### config.mk
export PLATFORM = sky130hd
export DESIGN_NAME = uart_tx_fifo_flat
export DESIGN_NICKNAME = d
export VERILOG_FILES = /design/src/rtl/uart_tx_fifo_if.sv /design/src/rtl/uart_tx_fifo.sv /design/src/flat_wrapper.sv
export SDC_FILE = /design/constraint.sdc
export NUM_CORES = 1
export LEC_CHECK = 0
export BUFFER_PORTS_ARGS = -buffer_cell sky130_fd_sc_hd__buf_4
export CAP_MARGIN = 20
export CELL_PAD_IN_SITES_DETAIL_PLACEMENT = 1
export CELL_PAD_IN_SITES_GLOBAL_PLACEMENT = 2
export CORE_MARGIN = 3
export CORE_UTILIZATION = 35
export CTS_CLUSTER_SIZE = 10
export DETAILED_ROUTE_END_ITERATION = 12
export PLACE_DENSITY_LB_ADDON = 0.3
export REMOVE_ABC_BUFFERS = 1
export SLEW_MARGIN = 20
export SYNTH_ARGS = -nofsm -noshare
export SYNTH_HDL_FRONTEND = slang
export SYNTH_SLANG_ARGS = --single-unit
### constraint.sdc
create_clock -name clk -period 4.7 [get_ports clk]
set_input_delay 0.705 -clock clk [delete_from_list [all_inputs] [get_ports clk]]
set_output_delay 0.705 -clock clk [all_outputs]
set_load 0.01 [all_outputs]
### src/rtl/uart_tx_fifo_if.sv
`default_nettype none
// ============================================================================
// Module   : uart_tx_fifo_if
// Brief    : Byte-write strobe and status bundle of the UART transmit FIFO.
// Revision : 1.0 - initial release
// ============================================================================
interface uart_tx_fifo_if #(
  parameter int ADDR_W = 4
) ();
  logic            tx_en;
  logic [7:0]      tx_data;
  logic            txd;
  logic            tx_busy;
  logic            fifo_full;
  logic            fifo_empty;
  logic [ADDR_W:0] fifo_count;
  logic            overflow;

  modport master (
    output tx_en, tx_data,
    input  txd, tx_busy, fifo_full, fifo_empty, fifo_count, overflow
  );

  modport slave (
    input  tx_en, tx_data,
    output txd, tx_busy, fifo_full, fifo_empty, fifo_count, overflow
  );
endinterface
`default_nettype wire

### src/rtl/uart_tx_fifo.sv
`default_nettype none
// ============================================================================
// Module   : uart_tx_fifo
// Brief    : Byte FIFO fed by one-cycle write strobes, drained onto txd as 8N1.
// Revision : 1.0 - initial release
// ============================================================================
module uart_tx_fifo #(
  parameter int CLKS_PER_BIT = 868,
  parameter int FIFO_DEPTH   = 16,
  parameter int ADDR_W       = 4
) (
  input  logic          clk,
  input  logic          rst_n,
  uart_tx_fifo_if.slave bus
);

  localparam int                   c_baud_w    = (CLKS_PER_BIT > 1) ? $clog2(CLKS_PER_BIT) : 1;
  localparam logic [c_baud_w-1:0]  c_baud_last = c_baud_w'(CLKS_PER_BIT - 1);
  localparam logic [ADDR_W:0]      c_depth     = (ADDR_W + 1)'(FIFO_DEPTH);

  localparam logic [1:0] c_idle  = 2'd0;
  localparam logic [1:0] c_start = 2'd1;
  localparam logic [1:0] c_data  = 2'd2;
  localparam logic [1:0] c_stop  = 2'd3;

  logic [1:0]          r_state,   w_state_nxt;
  logic [c_baud_w-1:0] r_baud,    w_baud_nxt;
  logic [2:0]          r_bit_idx, w_bit_idx_nxt;
  logic [7:0]          r_shift,   w_shift_nxt;
  logic                r_txd,     w_txd_nxt;

  logic [7:0]          r_mem [FIFO_DEPTH];
  logic [ADDR_W-1:0]   r_wr_ptr, r_rd_ptr;
  logic [ADDR_W:0]     r_count;
  logic                r_overflow;
  logic                w_push, w_pop, w_bit_done;

  // Full test looks at the registered count, so a same-cycle pop never frees a slot.
  assign w_push     = bus.tx_en && (r_count != c_depth);
  assign w_bit_done = (r_baud == c_baud_last);

  always_ff @(posedge clk) begin
    if (!rst_n) begin
      r_wr_ptr   <= '0;
      r_rd_ptr   <= '0;
      r_count    <= '0;
      r_overflow <= 1'b0;
    end else begin
      if (w_push) r_wr_ptr <= r_wr_ptr + ADDR_W'(1);
      if (w_pop)  r_rd_ptr <= r_rd_ptr + ADDR_W'(1);
      if (bus.tx_en && !w_push) r_overflow <= 1'b1;
      case ({w_push, w_pop})
        2'b10:   r_count <= r_count + (ADDR_W + 1)'(1);
        2'b01:   r_count <= r_count - (ADDR_W + 1)'(1);
        default: r_count <= r_count;
      endcase
    end
  end

  always_ff @(posedge clk) begin
    if (rst_n && w_push) r_mem[r_wr_ptr] <= bus.tx_data;
  end

  always_ff @(posedge clk) begin
    if (!rst_n) begin
      r_state   <= c_idle;
      r_baud    <= '0;
      r_bit_idx <= '0;
      r_shift   <= '0;
      r_txd     <= 1'b1;
    end else begin
      r_state   <= w_state_nxt;
      r_baud    <= w_baud_nxt;
      r_bit_idx <= w_bit_idx_nxt;
      r_shift   <= w_shift_nxt;
      r_txd     <= w_txd_nxt;
    end
  end

  always_comb begin
    w_state_nxt   = r_state;
    w_baud_nxt    = r_baud;
    w_bit_idx_nxt = r_bit_idx;
    w_shift_nxt   = r_shift;
    case (r_state)
      c_idle: begin
        if (r_count != '0) begin
          w_shift_nxt = r_mem[r_rd_ptr];
          w_baud_nxt  = '0;
          w_state_nxt = c_start;
        end
      end
      c_start: begin
        if (w_bit_done) begin
          w_baud_nxt    = '0;
          w_bit_idx_nxt = '0;
          w_state_nxt   = c_data;
        end else begin
          w_baud_nxt = r_baud + c_baud_w'(1);
        end
      end
      c_data: begin
        if (w_bit_done) begin
          w_baud_nxt  = '0;
          w_shift_nxt = {1'b0, r_shift[7:1]};
          if (r_bit_idx == 3'd7) begin
            w_state_nxt = c_stop;
          end else begin
            w_bit_idx_nxt = r_bit_idx + 3'd1;
          end
        end else begin
          w_baud_nxt = r_baud + c_baud_w'(1);
        end
      end
      c_stop: begin
        if (w_bit_done) begin
          w_baud_nxt  = '0;
          w_state_nxt = c_idle;
        end else begin
          w_baud_nxt = r_baud + c_baud_w'(1);
        end
      end
      default: w_state_nxt = c_idle;
    endcase
  end

  // txd is registered from the next state so the line level lines up with the state.
  always_comb begin
    w_pop     = (r_state == c_idle) && (r_count != '0);
    w_txd_nxt = 1'b1;
    case (w_state_nxt)
      c_start: w_txd_nxt = 1'b0;
      c_data:  w_txd_nxt = w_shift_nxt[0];
      default: w_txd_nxt = 1'b1;
    endcase
  end

  assign bus.txd        = r_txd;
  assign bus.tx_busy    = (r_state != c_idle) || (r_count != '0);
  assign bus.fifo_full  = (r_count == c_depth);
  assign bus.fifo_empty = (r_count == '0);
  assign bus.fifo_count = r_count;
  assign bus.overflow   = r_overflow;

endmodule
`default_nettype wire

### src/flat_wrapper.sv
// flat-port wrapper written by rule: the top's interface ports become plain ports
module uart_tx_fifo_flat 
#(
  parameter int CLKS_PER_BIT = 868,
  parameter int FIFO_DEPTH   = 16,
  parameter int ADDR_W       = 4
)
  (clk, rst_n, bus_tx_en, bus_tx_data, bus_txd, bus_tx_busy, bus_fifo_full, bus_fifo_empty, bus_fifo_count, bus_overflow);
  uart_tx_fifo_if #(.ADDR_W(ADDR_W)) bus_i ();
  input  logic clk;
  input  logic rst_n;
  input wire logic [$bits(bus_i.tx_en)-1:0] bus_tx_en;
  input wire logic [$bits(bus_i.tx_data)-1:0] bus_tx_data;
  output wire logic [$bits(bus_i.txd)-1:0] bus_txd;
  output wire logic [$bits(bus_i.tx_busy)-1:0] bus_tx_busy;
  output wire logic [$bits(bus_i.fifo_full)-1:0] bus_fifo_full;
  output wire logic [$bits(bus_i.fifo_empty)-1:0] bus_fifo_empty;
  output wire logic [$bits(bus_i.fifo_count)-1:0] bus_fifo_count;
  output wire logic [$bits(bus_i.overflow)-1:0] bus_overflow;
  assign bus_i.tx_en = bus_tx_en;
  assign bus_i.tx_data = bus_tx_data;
  assign bus_txd = bus_i.txd;
  assign bus_tx_busy = bus_i.tx_busy;
  assign bus_fifo_full = bus_i.fifo_full;
  assign bus_fifo_empty = bus_i.fifo_empty;
  assign bus_fifo_count = bus_i.fifo_count;
  assign bus_overflow = bus_i.overflow;
  uart_tx_fifo #(.CLKS_PER_BIT(CLKS_PER_BIT), .FIFO_DEPTH(FIFO_DEPTH), .ADDR_W(ADDR_W)) u_core (.clk(clk), .rst_n(rst_n), .bus(bus_i));
endmodule
# Yosys cells after proc, flatten, opt, wreduce, memory -nomap -nowiden
# Memories as Yosys holds them, arrays and structs flattened. A register that Yosys moved wholly into a read port is not among the register bits.
# Cells that the tools add are included.
dict set report totals {
  ff_bits 38
  latch_bits 0
  ramBits 128
  rom_bits 0
  input_bits 11
  out_inout_bits 10
  wordCells 70
  n_memories 1
}
dict set report op_classes {
  n_addsub 6
  mul 0
  n_div 0
  order_cmp 0
  eq_ne 15
  shift 0
  n_mux 22
  bitwise_logic 0
  n_reduce_logical 16
}
# memory words width rd rd_clocked_by_memory_dff write_ports line
set mem_list {}
lappend mem_list {u_core.r_mem 16 8 1 1 1 uart_tx_fifo.sv:32} ;# logic [7:0] r_mem [FIFO_DEPTH];
# cell count
set ops {}
lappend ops {{$mux 10} 2}
lappend ops {{$pmux 10 s2} 1}
lappend ops {{$mux 8} 2}
lappend ops {{$pmux 8 s2} 1}
lappend ops {{$add 10x1->10 const B} 1}
lappend ops {{$eq 10x10->1 const B} 1}
lappend ops {{$mux 2} 5}
lappend ops {{$pmux 5 s2} 1}
lappend ops {{$mux 3} 3}
lappend ops {{$add 4x1->4 const B} 2}
lappend ops {{$eq 2x2->1 const B} 4}
lappend ops {{$mux 4} 2}
lappend ops {{$pmux 2 s4} 1}
lappend ops {{$reduce_bool 2->1} 4}
lappend ops {{$eq 2x1->1 const B} 3}
lappend ops {{$ne 2x1->1 const B} 3}
lappend ops {{$pmux 3 s2} 1}
lappend ops {{$add 5x1->5 const B} 1}
lappend ops {{$eq 5x5->1 const B} 1}
lappend ops {{$logic_not 5->1} 1}
lappend ops {{$ne 5x5->1 const B} 1}
lappend ops {{$reduce_bool 5->1} 1}
lappend ops {{$sub 5x1->5 const B} 1}
lappend ops {{$logic_and 1x1->1} 4}
lappend ops {{other kinds (11)} 12}

# Depth between registers and ports, before layout
dict set report logic_depth {
  depth_word 6
  ltp_mapped 13
  ltp_nobuf 11
}

# Worst setup path before layout
# No wires, ideal clock.
dict set report synth_path {
  path_kind {reg2reg}
  from {register u_core.r_count[1] (netlist: u_core.bus.fifo_count[1])}
  to {register u_core.r_count[4] (netlist: u_core.bus.fifo_count[4])}
  arrival_time_ps 2936
  required_ps 4629
  setup_slack_ps 1694
  path_stages_with_launch 14
  path_buffers 3
  cell_sequence {dfxtp_1 buf_6 or4_4 o21a_1 buf_6 ha_1 clkbuf_1 xor2_1 ha_1 o21ai_0 a21oi_1 mux2_2 or3_1 a21oi_1}
}
dict set report synth_via {
  elab_chain_len 4
  elab_cells_between_ends 10
}
# element line
set synth_lines {}
lappend synth_lines {{start, declared} uart_tx_fifo.sv:34} ;# logic [ADDR_W:0] r_count;
lappend synth_lines {{start signal, assigned} uart_tx_fifo.sv:53} ;# 2'b10: r_count <= r_count + (ADDR_W + 1)'(1);
lappend synth_lines {{start signal, assigned} uart_tx_fifo.sv:54} ;# 2'b01: r_count <= r_count - (ADDR_W + 1)'(1);
lappend synth_lines {{start signal, assigned} uart_tx_fifo.sv:55} ;# default: r_count <= r_count;
lappend synth_lines {{$reduce_bool 5->1 (*)} uart_tx_fifo.sv:129} ;# w_pop = (r_state == c_idle) && (r_count != '0);
lappend synth_lines {{$logic_and 1x1->1 (*)} uart_tx_fifo.sv:129}
lappend synth_lines {{named net u_core.w_pop} uart_tx_fifo.sv:36} ;# logic w_push, w_pop, w_bit_done;
lappend synth_lines {{$eq 2x1->1 or $eq 2x2->1 (tied branches)} uart_tx_fifo.sv:52} ;# case ({w_push, w_pop})
lappend synth_lines {{$pmux 5 s2 or $reduce_bool 2->1 (tied branches)} -}
# The timed path passes the listed nets; every way through them passes the cells marked *.
# A chain may end at the register's enable or synchronous reset.

# Final worst setup path
dict set report layout_path {
  from {register u_core.r_count[1] (netlist: u_core.bus.fifo_count[1])}
  to {register u_core.r_count[4] (netlist: u_core.bus.fifo_count[4])}
}
dict set report layout_via {
  elab_chain_len 4
  elab_cells_between_ends 10
}
# element
set layout_lines {}
lappend layout_lines {{parallel branches: the longest is 4 deep, another holds $sub 5x1->5}}
# Parallel ways; which one is timed is not known.

==> flow_metrics.py <==
metrics = {
    "outcome": {
        "outcome": "finished, final reports clean",
    },
    "die": {
        "dieHeight_um": 147,
        "core_um2": 19100,
        "die_width_um": 147,
        "pin_count": 21,
        "initial_core_util_pct": 36.4,
        "num_rows": 50,
        "die_area_um2": 21600,
    },
    "global_routing": {
        "overflow": 0,
        "antenna_found_initial": 0,
        "grt_max_degree": 39,
        "grt_first_pass_wirelength_mm": 23.7,
        "grt_pass1_vias": 4022,
        "grt_usage_pct": 14.5,
    },
    "setup_path": {
        "setup.worst_path.start_class": "flop",
        "r2r_slack_ns": 1.55,
        "required_ns": 5.06,
        "path_max_fanout": 11,
        "path_buf_inv": 0,
        "critical_path.top_delay_family": "simple AND/OR/NAND/NOR gates",
        "slowest_stage": "or4_4",
        "arrival_ns": 3.50,
        "critPathMaxStageDelay_ns": 0.57,
        "crit_type": "reg -> reg",
        "path_cells": "or4_4 > o21a_1 > ha_1 > xor2_1 > ha_1 > o21ai_0 > a21oi_1 > mux2_2 > or3_1 > a21oi_1",
        "cp-end-kind": "flop",
    },
    "drt": {
        "dr_wl_met3_um": 496,
        "ant_nets": 0,
        "firstDrtPassIters": 4,
        "top_layer_used": "met4",
        "drcViolationCount": 0,
        "wl_per_cell_um": 20.4,
        "wl_met1_mm": 6.92,
        "wl_met2_mm": 7.36,
        "vias": 3849,
        "vias_per_cell": 5.24,
        "initialDrtViolationCount": 303,
        "wirelength_mm": 15.0,
    },
    "power_and_ir_drop": {
        "seqPwrFrac_pct": 45.7,
        "power_density_nw_per_um2": 513,
        "switchingPower_uw": 1140,
        "p_leak_uw": 0.00260,
        "swShare_pct": 28.1,
        "p_int_uw": 2920,
        "peakVddDrop_v": 0.000280,
        "combPwrFrac_pct": 18.0,
        "finalPower_uw": 4060,
        "pwr-share-clk_pct": 36.3,
    },
    "sta": {
        "rsz0062_at_grt": "no",
        "maxSlewViolCount": 0,
        "hold_viol_final": 0,
        "fmax_ghz": 0.318,
        "setup_tns_ns": 0,
        "min_period_ns": 3.15,
        "period_share_pct": 66.9,
        "worst_pin_slew_ns": 1.01,
        "clock_skew_ns": 0.0124,
        "setup_viol": 0,
        "maxSlewHeadroom_pct": 32.2,
    },
    "place": {
        "numPortBuffers": 20,
        "globalplace.congestion": 0.771,
        "dp_hpwl_mm": 9.52,
    },
    "synthesis": {
        "syn-instance-count": 444,
        "ys_async_sr_fraction_pct": 0,
        "avgSynthCellArea_um2": 15.7,
        "ys_ff_latch": 170,
        "synth_ff_type": "edfxtp_1",
        "ys_types": 56,
        "synth_area_um2": 6960,
        "yosys_warnings": 0,
        "synth-seq-area-share_pct": 67.3,
        "synth_edf_count": 128,
    },
    "clocking": {
        "cts_max_path_buffers": 2,
        "cts_tree": "done",
        "postCtsSetupBuffers": 0,
        "cts_repair_resize_count": 0,
        "clock-root-buffer": "clkbuf_16",
        "clkTransAtPathRegs_ns": 0.07,
        "htree_levels": 4,
        "holdBufCountCts": 0,
        "insertion_delay_ns": 0.42,
        "numCtsBuffers": 17,
        "clkSinkCount": 170,
    },
    "finish": {
        "layout-drive-gt1-share_pct": 20.7,
        "area_growth_pct": 13.8,
        "fin_nets": 484,
        "n_fill_cell": 1967,
        "diodes": 0,
    },
    "hold_path": {
        "hp-class": "reg -> reg",
    },
    "run": {
        "cap_violations": 0,
    },
}
worst reg2reg max path, cell delays in order (launching register included):
cell and delay, ns:
dfxtp_1 0.42, or4_4 0.57, o21a_1 0.31, ha_1 0.38
xor2_1 0.20, ha_1 0.25, o21ai_0 0.17, a21oi_1 0.08
mux2_2 0.26, or3_1 0.31, a21oi_1 0.14
power by group through the flow:
stage                     clock [uW]  sequential (uW)  combinational [uW]
final                           1480             1860                 731
after global placement             0             1880                 724
after global routing            1560             1880                 807
after detailed placement           0             1890                 737
after CTS                       1500             1860                 743
after floorplan                    0             1850                 519
kinds of logic (layout without fill, tap and decap cells):
logic type	count (synthesis)	in the layout	synth area share, %
multiplexers	36	36	11.0
XOR/XNOR	12	12	1.51
buffers and inverters	30	60	2.50
AND/OR/NAND/NOR	111	111	8.07
flip-flops	170	170	67.3
adder cells (fa/ha/maj)	11	11	1.98
AO/OA/AOI/OAI	74	74	7.69
layout by cell type, fill, tap and decap left out, drive strengths merged, types with 3 or more instances in the layout:
cell	instances
nand3	6
o21ai	3
clkinv	3
a31oi	3
a21oi	15
nor3	8
xor2	8
dfxtp	42
nand2	21
o22ai	14
bufinv	3
nor2	46
a311oi	3
nor4	3
edfxtp	128
buf	22
o32ai	6
o211a	5
and3	4
inv	14
o211ai	3
a22oi	9
clkbuf	18
or3	6
ha	11
a41oi	3
mux4	32
xnor2	4
nand2b	4
cells in the mapped netlist (5+ instances only):
cell | number | area share, %
edfxtp_1 | 128 | 55
nor2_1 | 46 | 2.5
dfxtp_1 | 42 | 12
mux4_2 | 32 | 10
nand2_1 | 21 | 1.1
a21oi_1 | 14 | 1.0
o22ai_1 | 14 | 1.3
ha_1 | 11 | 2.0
clkbuf_1 | 10 | 0.54
a22oi_1 | 9 | 0.97
xor2_1 | 8 | 1.0
inv_1 | 7 | 0.38
nor3_1 | 7 | 0.50
nand3_1 | 6 | 0.43
o32ai_1 | 6 | 0.75
o211a_1 | 5 | 0.72
or3_1 | 5 | 0.45
path summary, 6_finish.rpt:
kind | to | from | depth (start not counted)
setup / recovery | u_core.bus.fifo_count[4]$_SDFFE_PN0P_ | u_core.bus.fifo_count[1]$_SDFFE_PN0P_ | 10
hold / removal | u_core.r_bit_idx[1]$_SDFFE_PN0P_ | u_core.r_bit_idx[1]$_SDFFE_PN0P_ | 2
setup reg to reg | u_core.bus.fifo_count[4]$_SDFFE_PN0P_ | u_core.bus.fifo_count[1]$_SDFFE_PN0P_ | 10
hold reg to reg | u_core.r_bit_idx[1]$_SDFFE_PN0P_ | u_core.r_bit_idx[1]$_SDFFE_PN0P_ | 2
state kept, by name, indices dropped and copies added, names as in the netlist, 2 cells and up, named ones only:
| signal | flops |
|---|---|
| u_core.r_shift | 8 |
| u_core.r_state | 2 |
| u_core.r_bit_idx | 3 |
| u_core.r_wr_ptr | 4 |
| u_core.r_baud | 10 |
| u_core.bus.fifo_count | 5 |
| u_core.r_mem | 128 |
| u_core.r_rd_ptr | 4 |
cell type report:
type | instances | area (um^2) | share of cell area, %
sequential | 170 | 4690 | 59.2
multi-input combinational | 244 | 2100 | 26.6
clock buffer | 18 | 429 | 5.42
tap | 260 | 325 | 4.11
clock inverter | 13 | 181 | 2.29
timing repair buffer | 22 | 165 | 2.09
inverter | 7 | 26.3 | 0.332
layer usage:
metal | vias to the layer above | track usage (%)
met5 | - | 0
met3 | 12 | 3.24
met2 | 49 | 24.0
li1 | 1782 | -
met4 | 0 | 4.43
met1 | 2006 | 19.3
per-stage QoR:
stage	hold WS (ns)	worst slack [ns]	util, %	cell area (um^2)	std cells
2_1_floorplan	0.436	1.80	-	6810	421
3_3_place_gp	0.443	1.55	38.2	7310	703
3_5_place_dp	0.459	1.41	38.2	7310	703
4_1_cts	0.468	1.52	41.4	7920	734
5_1_grt	0.482	1.24	41.4	7920	734
6_report	0.464	1.55	41.4	7920	734
Note: power is estimated with default switching activity, not from simulation.
